$ cat config.mk
export PLATFORM = sky130hd
export DESIGN_NAME = mips_regfile_arbiter_flat
export DESIGN_NICKNAME = d
export VERILOG_FILES = /design/src/rtl/mips_regfile_arbiter_pkg.sv /design/src/rtl/mips_regfile_arbiter_if.sv /design/src/rtl/mips_regfile_arbiter_rr_picker.sv /design/src/rtl/mips_regfile_arbiter.sv /design/src/flat_wrapper.sv
export SDC_FILE = /design/constraint.sdc
export NUM_CORES = 1
export LEC_CHECK = 0
export ABC_AREA = 0
export CORE_ASPECT_RATIO = 1.1
export CORE_UTILIZATION = 31
export CTS_BUF_LIST = sky130_fd_sc_hd__clkbuf_16
export DETAILED_ROUTE_END_ITERATION = 6
export PLACE_DENSITY = 0.77
export SETUP_SLACK_MARGIN = 0.5
export SYNTH_ARGS = -nofsm -noshare
export SYNTH_HDL_FRONTEND = slang
export SYNTH_HIERARCHICAL = 1
export SYNTH_SLANG_ARGS = --single-unit
$ cat constraint.sdc
create_clock -name clk -period 2.78 [get_ports clk]
set_input_delay 0.556 -clock clk [delete_from_list [all_inputs] [get_ports clk]]
set_output_delay 0.556 -clock clk [all_outputs]
set_load 0.005 [all_outputs]
$ cat src/rtl/mips_regfile_arbiter_pkg.sv
// mips_rf_arb_pkg: shared constants and types for the register-file arbiter.
//   REG_ADDR_W  register address width (32 MIPS registers)
//   DATA_W      register data width
//   ZERO_REG    address of the hard-wired $zero register
//   arb_state_e arbiter FSM states
package mips_rf_arb_pkg;

    localparam int REG_ADDR_W = 5;
    localparam int DATA_W     = 32;
    localparam logic [REG_ADDR_W-1:0] ZERO_REG = 5'd0;

    typedef enum logic {
        ARB    = 1'b0,
        LOCKED = 1'b1
    } arb_state_e;

endpackage

$ cat src/rtl/mips_regfile_arbiter_if.sv
// mips_regfile_arbiter_if: requester-side bus of the register-file arbiter.
//   req_valid/req_write/req_lock  one bit per requester
//   req_rs/req_rt/req_rd          5-bit addresses, requester i at [5i+4:5i]
//   req_wdata                     32-bit write data, requester i at [32i+31:32i]
//   req_ready                     one-hot grant (op completes on valid & ready)
//   resp_valid/resp_id/resp_data_1/resp_data_2  registered read response
// Modports: master (requesters / bench), slave (arbiter).
interface mips_regfile_arbiter_if #(
    parameter int NUM_REQ = 2,
    parameter int ID_W    = 3
);
    import mips_rf_arb_pkg::*;

    logic [NUM_REQ-1:0]            req_valid;
    logic [NUM_REQ-1:0]            req_write;
    logic [NUM_REQ-1:0]            req_lock;
    logic [NUM_REQ*REG_ADDR_W-1:0] req_rs;
    logic [NUM_REQ*REG_ADDR_W-1:0] req_rt;
    logic [NUM_REQ*REG_ADDR_W-1:0] req_rd;
    logic [NUM_REQ*DATA_W-1:0]     req_wdata;
    logic [NUM_REQ-1:0]            req_ready;
    logic                          resp_valid;
    logic [ID_W-1:0]               resp_id;
    logic [DATA_W-1:0]             resp_data_1;
    logic [DATA_W-1:0]             resp_data_2;

    modport master (
        output req_valid, req_write, req_lock, req_rs, req_rt, req_rd, req_wdata,
        input  req_ready, resp_valid, resp_id, resp_data_1, resp_data_2
    );

    modport slave (
        input  req_valid, req_write, req_lock, req_rs, req_rt, req_rd, req_wdata,
        output req_ready, resp_valid, resp_id, resp_data_1, resp_data_2
    );

endinterface

$ cat src/rtl/mips_regfile_arbiter_rr_picker.sv
// mips_rr_picker: combinational round-robin first-one picker.
//   valid  in   request vector
//   ptr    in   highest-priority index
//   found  out  at least one valid bit set
//   idx    out  first set bit scanning from ptr upward, wrapping
module mips_rr_picker #(
    parameter int NUM_REQ = 2,
    parameter int IDX_W   = 1
) (
    input  logic [NUM_REQ-1:0] valid,
    input  logic [IDX_W-1:0]   ptr,
    output logic               found,
    output logic [IDX_W-1:0]   idx
);

    // Two passes instead of a modulo index: first the bits at or above ptr,
    // then the wrapped-around bits below it.
    always_comb begin
        found = 1'b0;
        idx   = '0;
        for (int i = 0; i < NUM_REQ; i++) begin
            if (!found && valid[i] && (IDX_W'(i) >= ptr)) begin
                found = 1'b1;
                idx   = IDX_W'(i);
            end
        end
        for (int i = 0; i < NUM_REQ; i++) begin
            if (!found && valid[i]) begin
                found = 1'b1;
                idx   = IDX_W'(i);
            end
        end
    end

endmodule

$ cat src/rtl/mips_regfile_arbiter.sv
// mips_regfile_arbiter: shares one 2-read/1-write MIPS register file among
// NUM_REQ requesters, one op per cycle, round-robin with bounded lock bursts.
//   clk, reset         clock, synchronous active-high reset
//   bus (slave)        requester ops, one-hot req_ready, read response
//   rf_read_reg_1/2    register-file read addresses
//   rf_write_reg/data  register-file write port, rf_reg_write enable
//   rf_read_data_1/2   combinational read data from the register file
// Optional build macro MIPS_RF_ARB_STATS_EN adds grant_count (16-bit
// saturating per requester) and zero_write_count (suppressed $zero writes).
//
// state  | meaning
// -------+--------------------------------------------------------------
// ARB    | round-robin among all valid requesters starting at ptr
// LOCKED | owner holds the file; lock_cnt ops granted so far in burst
module mips_regfile_arbiter
    import mips_rf_arb_pkg::*;
#(
    parameter int NUM_REQ  = 2,
    parameter int LOCK_MAX = 4,
    parameter int ID_W     = 3
) (
    input  logic                  clk,
    input  logic                  reset,
    mips_regfile_arbiter_if.slave bus,
    output logic [REG_ADDR_W-1:0] rf_read_reg_1,
    output logic [REG_ADDR_W-1:0] rf_read_reg_2,
    output logic [REG_ADDR_W-1:0] rf_write_reg,
    output logic [DATA_W-1:0]     rf_write_data,
    output logic                  rf_reg_write,
    input  logic [DATA_W-1:0]     rf_read_data_1,
    input  logic [DATA_W-1:0]     rf_read_data_2
`ifdef MIPS_RF_ARB_STATS_EN
    ,
    output logic [NUM_REQ*16-1:0] grant_count,
    output logic [15:0]           zero_write_count
`endif
);

    localparam int IDX_W = (NUM_REQ > 1) ? $clog2(NUM_REQ) : 1;
    localparam int CNT_W = $clog2(LOCK_MAX + 1);

    arb_state_e       state_q, state_d;
    logic [IDX_W-1:0] ptr_q, ptr_d;
    logic [IDX_W-1:0] owner_q, owner_d;
    logic [CNT_W-1:0] lock_cnt_q, lock_cnt_d;

    logic             pick_found;
    logic [IDX_W-1:0] pick_idx;
    logic             grant;
    logic [IDX_W-1:0] gnt_idx;

    logic                  op_write;
    logic [REG_ADDR_W-1:0] op_rs, op_rt, op_rd;
    logic [DATA_W-1:0]     op_wdata;

    function automatic logic [IDX_W-1:0] next_idx(input logic [IDX_W-1:0] i);
        return (i == IDX_W'(NUM_REQ - 1)) ? '0 : i + IDX_W'(1);
    endfunction

    mips_rr_picker #(
        .NUM_REQ (NUM_REQ),
        .IDX_W   (IDX_W)
    ) u_picker (
        .valid (bus.req_valid),
        .ptr   (ptr_q),
        .found (pick_found),
        .idx   (pick_idx)
    );

    always_ff @(posedge clk) begin
        if (reset) begin
            state_q    <= ARB;
            ptr_q      <= '0;
            owner_q    <= '0;
            lock_cnt_q <= '0;
        end else begin
            state_q    <= state_d;
            ptr_q      <= ptr_d;
            owner_q    <= owner_d;
            lock_cnt_q <= lock_cnt_d;
        end
    end

    always_comb begin
        state_d    = state_q;
        ptr_d      = ptr_q;
        owner_d    = owner_q;
        lock_cnt_d = lock_cnt_q;
        grant      = 1'b0;
        gnt_idx    = owner_q;
        if (reset) begin
            // nothing is granted while reset is asserted
            grant = 1'b0;
        end else if (state_q == LOCKED && bus.req_valid[owner_q]) begin
            grant      = 1'b1;
            gnt_idx    = owner_q;
            lock_cnt_d = lock_cnt_q + CNT_W'(1);
            if (!bus.req_lock[owner_q] || lock_cnt_q == CNT_W'(LOCK_MAX - 1)) begin
                state_d    = ARB;
                ptr_d      = next_idx(owner_q);
                lock_cnt_d = '0;
            end
        end else if (pick_found) begin
            // also the path when a lock owner drops valid: released and
            // re-arbitrated in the same cycle from the pre-burst pointer
            grant   = 1'b1;
            gnt_idx = pick_idx;
            if (bus.req_lock[pick_idx] && LOCK_MAX > 1) begin
                state_d    = LOCKED;
                owner_d    = pick_idx;
                lock_cnt_d = CNT_W'(1);
            end else begin
                state_d    = ARB;
                ptr_d      = next_idx(pick_idx);
                lock_cnt_d = '0;
            end
        end else begin
            state_d    = ARB;
            lock_cnt_d = '0;
        end
    end

    always_comb begin
        op_write = bus.req_write[gnt_idx];
        op_rs    = bus.req_rs[int'(gnt_idx)*REG_ADDR_W +: REG_ADDR_W];
        op_rt    = bus.req_rt[int'(gnt_idx)*REG_ADDR_W +: REG_ADDR_W];
        op_rd    = bus.req_rd[int'(gnt_idx)*REG_ADDR_W +: REG_ADDR_W];
        op_wdata = bus.req_wdata[int'(gnt_idx)*DATA_W +: DATA_W];
    end

    always_comb begin
        bus.req_ready = '0;
        for (int i = 0; i < NUM_REQ; i++) begin
            bus.req_ready[i] = grant && (gnt_idx == IDX_W'(i));
        end
    end

    always_comb begin
        rf_read_reg_1 = '0;
        rf_read_reg_2 = '0;
        rf_write_reg  = '0;
        rf_write_data = '0;
        rf_reg_write  = 1'b0;
        if (grant) begin
            if (op_write) begin
                rf_write_reg  = op_rd;
                rf_write_data = op_wdata;
                rf_reg_write  = (op_rd != ZERO_REG);
            end else begin
                rf_read_reg_1 = op_rs;
                rf_read_reg_2 = op_rt;
            end
        end
    end

    always_ff @(posedge clk) begin
        if (reset) begin
            bus.resp_valid  <= 1'b0;
            bus.resp_id     <= '0;
            bus.resp_data_1 <= '0;
            bus.resp_data_2 <= '0;
        end else begin
            bus.resp_valid <= grant && !op_write;
            if (grant && !op_write) begin
                bus.resp_id     <= ID_W'(gnt_idx);
                bus.resp_data_1 <= rf_read_data_1;
                bus.resp_data_2 <= rf_read_data_2;
            end
        end
    end

`ifdef MIPS_RF_ARB_STATS_EN
    always_ff @(posedge clk) begin
        if (reset) begin
            grant_count      <= '0;
            zero_write_count <= '0;
        end else begin
            for (int i = 0; i < NUM_REQ; i++) begin
                if (bus.req_ready[i] && grant_count[i*16 +: 16] != 16'hFFFF) begin
                    grant_count[i*16 +: 16] <= grant_count[i*16 +: 16] + 16'd1;
                end
            end
            if (grant && op_write && op_rd == ZERO_REG && zero_write_count != 16'hFFFF) begin
                zero_write_count <= zero_write_count + 16'd1;
            end
        end
    end
`endif

endmodule

$ cat src/flat_wrapper.sv
// flat-port wrapper written by rule: the top's interface ports become plain ports
module mips_regfile_arbiter_flat import mips_rf_arb_pkg::*;
#(
    parameter int NUM_REQ  = 2,
    parameter int LOCK_MAX = 4,
    parameter int ID_W     = 3
)
  (clk, reset, rf_read_reg_1, rf_read_reg_2, rf_write_reg, rf_write_data, rf_reg_write, rf_read_data_1, rf_read_data_2, bus_req_valid, bus_req_write, bus_req_lock, bus_req_rs, bus_req_rt, bus_req_rd, bus_req_wdata, bus_req_ready, bus_resp_valid, bus_resp_id, bus_resp_data_1, bus_resp_data_2);
  mips_regfile_arbiter_if #(.NUM_REQ(NUM_REQ), .ID_W(ID_W)) bus_i ();
  input  logic clk;
  input  logic reset;
  output logic [REG_ADDR_W-1:0] rf_read_reg_1;
  output logic [REG_ADDR_W-1:0] rf_read_reg_2;
  output logic [REG_ADDR_W-1:0] rf_write_reg;
  output logic [DATA_W-1:0] rf_write_data;
  output logic rf_reg_write;
  input  logic [DATA_W-1:0] rf_read_data_1;
  input  logic [DATA_W-1:0] rf_read_data_2;
  input wire logic [$bits(bus_i.req_valid)-1:0] bus_req_valid;
  input wire logic [$bits(bus_i.req_write)-1:0] bus_req_write;
  input wire logic [$bits(bus_i.req_lock)-1:0] bus_req_lock;
  input wire logic [$bits(bus_i.req_rs)-1:0] bus_req_rs;
  input wire logic [$bits(bus_i.req_rt)-1:0] bus_req_rt;
  input wire logic [$bits(bus_i.req_rd)-1:0] bus_req_rd;
  input wire logic [$bits(bus_i.req_wdata)-1:0] bus_req_wdata;
  output wire logic [$bits(bus_i.req_ready)-1:0] bus_req_ready;
  output wire logic [$bits(bus_i.resp_valid)-1:0] bus_resp_valid;
  output wire logic [$bits(bus_i.resp_id)-1:0] bus_resp_id;
  output wire logic [$bits(bus_i.resp_data_1)-1:0] bus_resp_data_1;
  output wire logic [$bits(bus_i.resp_data_2)-1:0] bus_resp_data_2;
  assign bus_i.req_valid = bus_req_valid;
  assign bus_i.req_write = bus_req_write;
  assign bus_i.req_lock = bus_req_lock;
  assign bus_i.req_rs = bus_req_rs;
  assign bus_i.req_rt = bus_req_rt;
  assign bus_i.req_rd = bus_req_rd;
  assign bus_i.req_wdata = bus_req_wdata;
  assign bus_req_ready = bus_i.req_ready;
  assign bus_resp_valid = bus_i.resp_valid;
  assign bus_resp_id = bus_i.resp_id;
  assign bus_resp_data_1 = bus_i.resp_data_1;
  assign bus_resp_data_2 = bus_i.resp_data_2;
  mips_regfile_arbiter #(.NUM_REQ(NUM_REQ), .LOCK_MAX(LOCK_MAX), .ID_W(ID_W)) u_core (.clk(clk), .reset(reset), .bus(bus_i), .rf_read_reg_1(rf_read_reg_1), .rf_read_reg_2(rf_read_reg_2), .rf_write_reg(rf_write_reg), .rf_write_data(rf_write_data), .rf_reg_write(rf_reg_write), .rf_read_data_1(rf_read_data_1), .rf_read_data_2(rf_read_data_2));
endmodule
Word-level counts from Yosys, hierarchy flattened
Cells that the tools add are included.

Register bits after elaboration: 72. Bits in latches: 0. Bits in writable memories: 0. ROM bits: 0. Input port bits: 166. Output and inout port bits: 118. Word-level logic and storage cells: 90. Memories kept: 0.

Add/sub/neg operators: 3. Multipliers: 1. Divide/modulo/power cells: 0. Magnitude comparators: 5. Eq/ne operators: 3. Shift-type cells: 4. Mux-type cells: 45. Bitwise gates (word level): 2. Reductions and logical operators: 19.

Operators by type and width (number): 10-bit by 32-bit indexed part select with 5-bit output (3); 32-bit 2-to-1 mux (2); 64-bit by 7-bit indexed part select with 32-bit output (1); 1-bit 2-to-1 mux (35); 5-bit 2-to-1 mux (6); 1-bit logical AND (9); 1-bit by 2-bit < comparator with 1-bit output (second input constant) (3); 3-bit 2-to-1 mux (2); 3-bit AND reduction (2); 1-bit zero test (5); 5-bit nonzero test (1); 1-bit by 3-bit multiplier with 4-bit output (second input constant) (1); 3-bit by 1-bit adder with 3-bit output (second input constant) (1); 3-bit by 2-bit equality test with 1-bit output (second input constant) (1); 1-bit adder (second input constant) (2); 1-bit >= comparator (first input constant) (2); 2-bit by 1-bit != test with 1-bit output (second input constant) (1); 2-bit != test (second input constant) (1); 1-bit inverter (2); 2-bit nonzero test (1); 1-bit logical OR (1).

Depth between registers and ports, before layout
Depth after elaboration: 21. Depth in mapped cells: 10. Mapped depth without buffers: 7.

Hierarchy
Netlist, hierarchy kept.

Modules (own cells, without submodules): mips_regfile_arbiter (instances 1, cells each 425, area each 3809.9 µm², sequential area each 1441.4 µm²); mips_rr_picker (instances 1, cells each 3, area each 17.5 µm², sequential area each 0.0 µm²).

Worst setup path before layout
OpenSTA, ideal clock, no wires.

Path kind: in2out. Start point: in bus_req_valid[0]. End point: out rf_read_reg_1[0]. Data arrival time: 2355 ps. Required time: 2224 ps. Setup slack: -131 ps. Stages on the path: 9. Buffers on the path: 3. Cells stage by stage: or2_1 mux2_2 a211oi_4 nor3_1 or3_4 buf_6 buf_6 buf_6 a21oi_1.

Cells in the longest elaborated chain, start to end: 19. Elaborated cells between the ends (all ways): 30. Those cells by class: mul: 1; shift: 1; mux: 19; reduce/logical: 9.

Ends and longest elaborated chain: start: declaration (RTL line flat_wrapper.sv:19) `input wire logic [$bits(bus_i.req_valid)-1:0] bus_req_valid;`; 1-bit logical AND (RTL line mips_regfile_arbiter_rr_picker.sv:22) `if (!found && valid[i] && (IDX_W'(i) >= ptr)) begin`; 1-bit 2-to-1 mux (RTL line mips_regfile_arbiter_rr_picker.sv:22); 1-bit zero test (RTL line mips_regfile_arbiter_rr_picker.sv:22); 1-bit logical AND (2 in series) (RTL line mips_regfile_arbiter_rr_picker.sv:22); 1-bit 2-to-1 mux (RTL line mips_regfile_arbiter_rr_picker.sv:22); 1-bit zero test (RTL line mips_regfile_arbiter_rr_picker.sv:28) `if (!found && valid[i]) begin`; 1-bit logical AND (RTL line mips_regfile_arbiter_rr_picker.sv:28); 1-bit 2-to-1 mux (RTL line mips_regfile_arbiter_rr_picker.sv:28); [... 2 more ...]; 1-bit 2-to-1 mux (RTL line mips_regfile_arbiter_rr_picker.sv:28); 1-bit 2-to-1 mux (RTL line mips_regfile_arbiter.sv:103) `end else if (pick_found) begin`; 1-bit 2-to-1 mux (RTL line mips_regfile_arbiter.sv:94) `end else if (state_q == LOCKED && bus.req_valid[owner_q]) begin`; 1-bit 2-to-1 mux (RTL line mips_regfile_arbiter.sv:91) `if (reset) begin`; 1-bit by 3-bit multiplier with 4-bit output / 1-bit 2-to-1 mux (equally long branches) (RTL line mips_regfile_arbiter.sv:125, mips_regfile_arbiter.sv:124); 10-bit by 32-bit indexed part select with 5-bit output / 1-bit 2-to-1 mux (equally long branches) (RTL line mips_regfile_arbiter.sv:125, mips_regfile_arbiter.sv:124); 5-bit 2-to-1 mux (RTL line mips_regfile_arbiter.sv:145) `if (op_write) begin`; 5-bit 2-to-1 mux * (RTL line mips_regfile_arbiter.sv:144) `if (grant) begin`; end: declaration (RTL line flat_wrapper.sv:12) `output logic [REG_ADDR_W-1:0] rf_read_reg_1;`.

Mark *: on every way between the ends. The rest lies on a longest branch, timed or not. The select of a mux whose other input is x is not followed.

Final worst setup path
Start point: in bus_req_valid[1]. End point: out rf_write_data[21].

Cells in the longest elaborated chain, start to end: 16. Elaborated cells between the ends (all ways): 26. Those cells by class: shift: 1; mux: 18; reduce/logical: 7.

Ends and longest elaborated chain: 1-bit logical AND (2 in series) (RTL line mips_regfile_arbiter_rr_picker.sv:22); 1-bit 2-to-1 mux (RTL line mips_regfile_arbiter_rr_picker.sv:22); 1-bit zero test (RTL line mips_regfile_arbiter_rr_picker.sv:28); 1-bit logical AND (RTL line mips_regfile_arbiter_rr_picker.sv:28); 1-bit 2-to-1 mux (RTL line mips_regfile_arbiter_rr_picker.sv:28); 1-bit zero test (RTL line mips_regfile_arbiter_rr_picker.sv:28); 1-bit logical AND (RTL line mips_regfile_arbiter_rr_picker.sv:28); 1-bit 2-to-1 mux * (RTL line mips_regfile_arbiter_rr_picker.sv:28); net u_core.pick_found (RTL line mips_regfile_arbiter.sv:47) `logic pick_found;`; parallel branches: the longest is 6 deep, another holds 64-bit by 7-bit indexed part select with 32-bit output; 32-bit 2-to-1 mux * (RTL line mips_regfile_arbiter.sv:144); end: declaration (RTL line flat_wrapper.sv:15) `output logic [DATA_W-1:0] rf_write_data;`.

Mark *: on every way through the listed nets, which the timed path passes. The select of a mux whose other input is x is not followed.

==> reports/summary.txt <==
largest net degree at the start of global routing -> 48
Rows -> 42
post-synth cell types -> 30
Tot Pwr -> 3.885 mW
DRC errors left -> 0
Hold Fails Final Rpt -> 0
core region area -> 12,030 µm²
die height -> 118.5 µm
CP Launch Type -> primary input
Avg WL per Cell -> 19.42 µm
count leader, synth -> nand2_1
asr flop ratio synth -> 0%
Reg clk slew, reported paths -> 0.05 ns
vias -> 4,705
Leak -> 3.810 nW
worst slack at placement -> -0.8714 ns
Max-Slew Margin vs Limit -> 65.97%
average size of a mapped cell -> 8.943 µm²
initial antenna violation count -> 1
sequential area share after synthesis -> 37.66%
Diodes inserted -> 0
total track usage -> 27.56%
GR Overflow Total -> 0
Slew Limit Fails -> 0
Ports -> 284
failing checks -> setup timing
worst vdd ir -> 0.4856 mV
setup TNS -> -23.79 ns
routed wire length -> 18,510 µm
worst hold path class -> reg -> reg
unrepaired setup endpoints after global routing -> yes
Post-synth EDFFs -> 0
global-route wire length before repair -> 26,480 µm
dpl cells -> 858
number of synthesized register bits -> 72
placed cell area -> 7126 µm²
fin crit period -> 3.244 ns
yosys warns -> 6
# nets final -> 962
Hold-fix buffers, CTS -> 0
status -> finished, violations left
crit path DAT -> 2.69 ns
First DRT Iteration DRCs -> 229
first-pass iteration count of the detailed router -> 5
PwrDens -> 449.0 nW/µm²
CP max FO -> 5
Initial Utilization -> 31.80%
FMAX -> 308.2 MHz
Crit Path Class -> in -> out
share of cells above drive strength 1 -> 39.30%
H-Tree Depth -> 3
HPWL after detailed placement -> 10,640 µm
design area -> 8652 µm²
CTS tree -> built
area delta synth->final -> 126.1%
port buffer count -> 281
Tcrit/Tclk final -> 116.7%
root buf cell -> clkbuf_16
vias in the first global route -> 4,933
Hold WS -> 0.5250 ns
post-synthesis instance area -> 3827 µm²
Post-synth top cells -> nand2_1, dfxtp_1, nor2b_1
die area -> 12,800 µm²
maxcap violations -> 0
Finished Core Util -> 71.90%
post-synth top area cell -> dfxtp_1
setup ws final -> -0.4644 ns
Synth top area share -> 37.66%
Worst Skew -> 0.01297 ns
via-per-instance ratio -> 4.937
Post-Layout Cell Count -> 953
Post-DRT Antenna Nets -> 0
top post-synthesis cells by area -> dfxtp_1, mux2_4, nor2b_1
Least-Margin Pin Slew -> 0.5104 ns
Worst-Skew Late Latency -> 0.34 ns
die width -> 107.9 µm
Placer Congestion -> 0.8256
clock sink total -> 72
Crit. End Element -> output port
commonest register cell after synthesis -> dfxtp_1
CTS Buf Count -> 9
# setup viols final -> 112
synthesized instance count -> 428
Bufs on Longest Clock Path -> 2
CP required -> 2.22 ns
==> per-layer routing <==
| layer | track usage (%) | share of wire, % | vias up |
|---|---|---|---|
| met3 | 11.20 | 8.9 | 73 |
| met2 | 47.81 | 52 | 263 |
| met4 | 15.15 | 4.6 | 0 |
| li1 | - | - | 2155 |
| met1 | 27.52 | 35 | 2214 |
| met5 | 0 | 0 | - |
==> what timing repair did <==
action                                  4_1_cts  5_1_grt
resized for setup                           253       48
buffers inserted                             47       13
endpoints found under the setup margin      115      115
pin swaps                                    13       18
gates cloned                                 17        2
==> path summary, 6_finish.rpt <==
check,slack [ns],cells past startpoint,to,start
max reg2reg,-0.11,15,u_core/bus.resp_data_2[10],u_core/ptr_q
min,0.52,2,u_core/ptr_q,u_core/ptr_q
min reg2reg,0.52,2,u_core/ptr_q,u_core/ptr_q
max,-0.46,14,rf_write_data[21],bus_req_valid[1]
==> where the power goes <==
part	internal, mW	total, mW	switching (mW)
sequential	1.14	1.19	0.0527
combinational	0.998	1.55	0.552
clock	0.694	1.14	0.451
==> cell usage in the layout (no fill, tap or decap), types with 2 or more instances in the layout <==
cell type and n:
a21o_1 2, a21oi_1 4, a21oi_2 43, a21oi_4 4, buf_12 19, buf_16 18
buf_2 43, buf_4 33, buf_6 32, buf_8 5, clkbuf_16 11, clkbuf_2 4
clkdlybuf4s50_1 228, clkinv_2 2, clkinv_4 2, conb_1 2, dfxtp_1 72, dlygate4sd2_1 3
ha_1 2, inv_1 5, mux2_2 26, mux2_4 41, mux2i_1 3, nand2_1 81
nand2_2 10, nand2_4 5, nand3_1 2, nor2_1 5, nor2_4 3, nor2b_1 65
nor3_2 2, nor3_4 2, o21ai_0 2, or2_4 2, or4_1 2
==> worst max-delay path, stage by stage <==
cell and delay (ns):
buf_8 0.10, or2_4 0.25, mux2_4 0.31, a211oi_4 0.20
buf_4 0.18, o21a_4 0.14, o21ai_4 0.06, buf_12 0.15
buf_12 0.12, buf_16 0.12, buf_12 0.12, buf_12 0.12
a21oi_2 0.11, buf_2 0.13
==> logic make-up (layout without fill, tap and decap cells) <==
kind of cell	count (synthesis)	in the layout	synth area share (%)
buffers and inverters	38	408	5.165
DFF	72	72	37.66
AOI/OAI and AO/OA	63	63	9.153
and+or+nand+nor	182	182	22.95
adders and majority gates	2	2	0.6537
muxes	70	70	24.32
other	1	2	0.09798
==> final cells by class <==
cell class / count / area [µm²]
tap: 154 / 192.7
clock buffer: 9 / 225.2
sequential: 72 / 1441
clock inverter: 7 / 70.07
timing repair buffer: 387 / 4153
inverter: 5 / 18.77
fill: 804 / 3382
multi-input combinational: 319 / 2551
==> flip-flops by register name, indices dropped and copies added (netlist names) <==
| name | cells |
|---|---|
| u_core/lock_cnt_q | 3 |
| u_core/bus.resp_data_1 | 32 |
| u_core/bus.resp_data_2 | 32 |
| u_core/owner_q | 1 |
| u_core/bus.resp_id | 1 |
| u_core/bus.resp_valid | 1 |
| u_core/state_q | 1 |
| u_core/ptr_q | 1 |
Note: power is estimated with default switching activity, not from simulation.
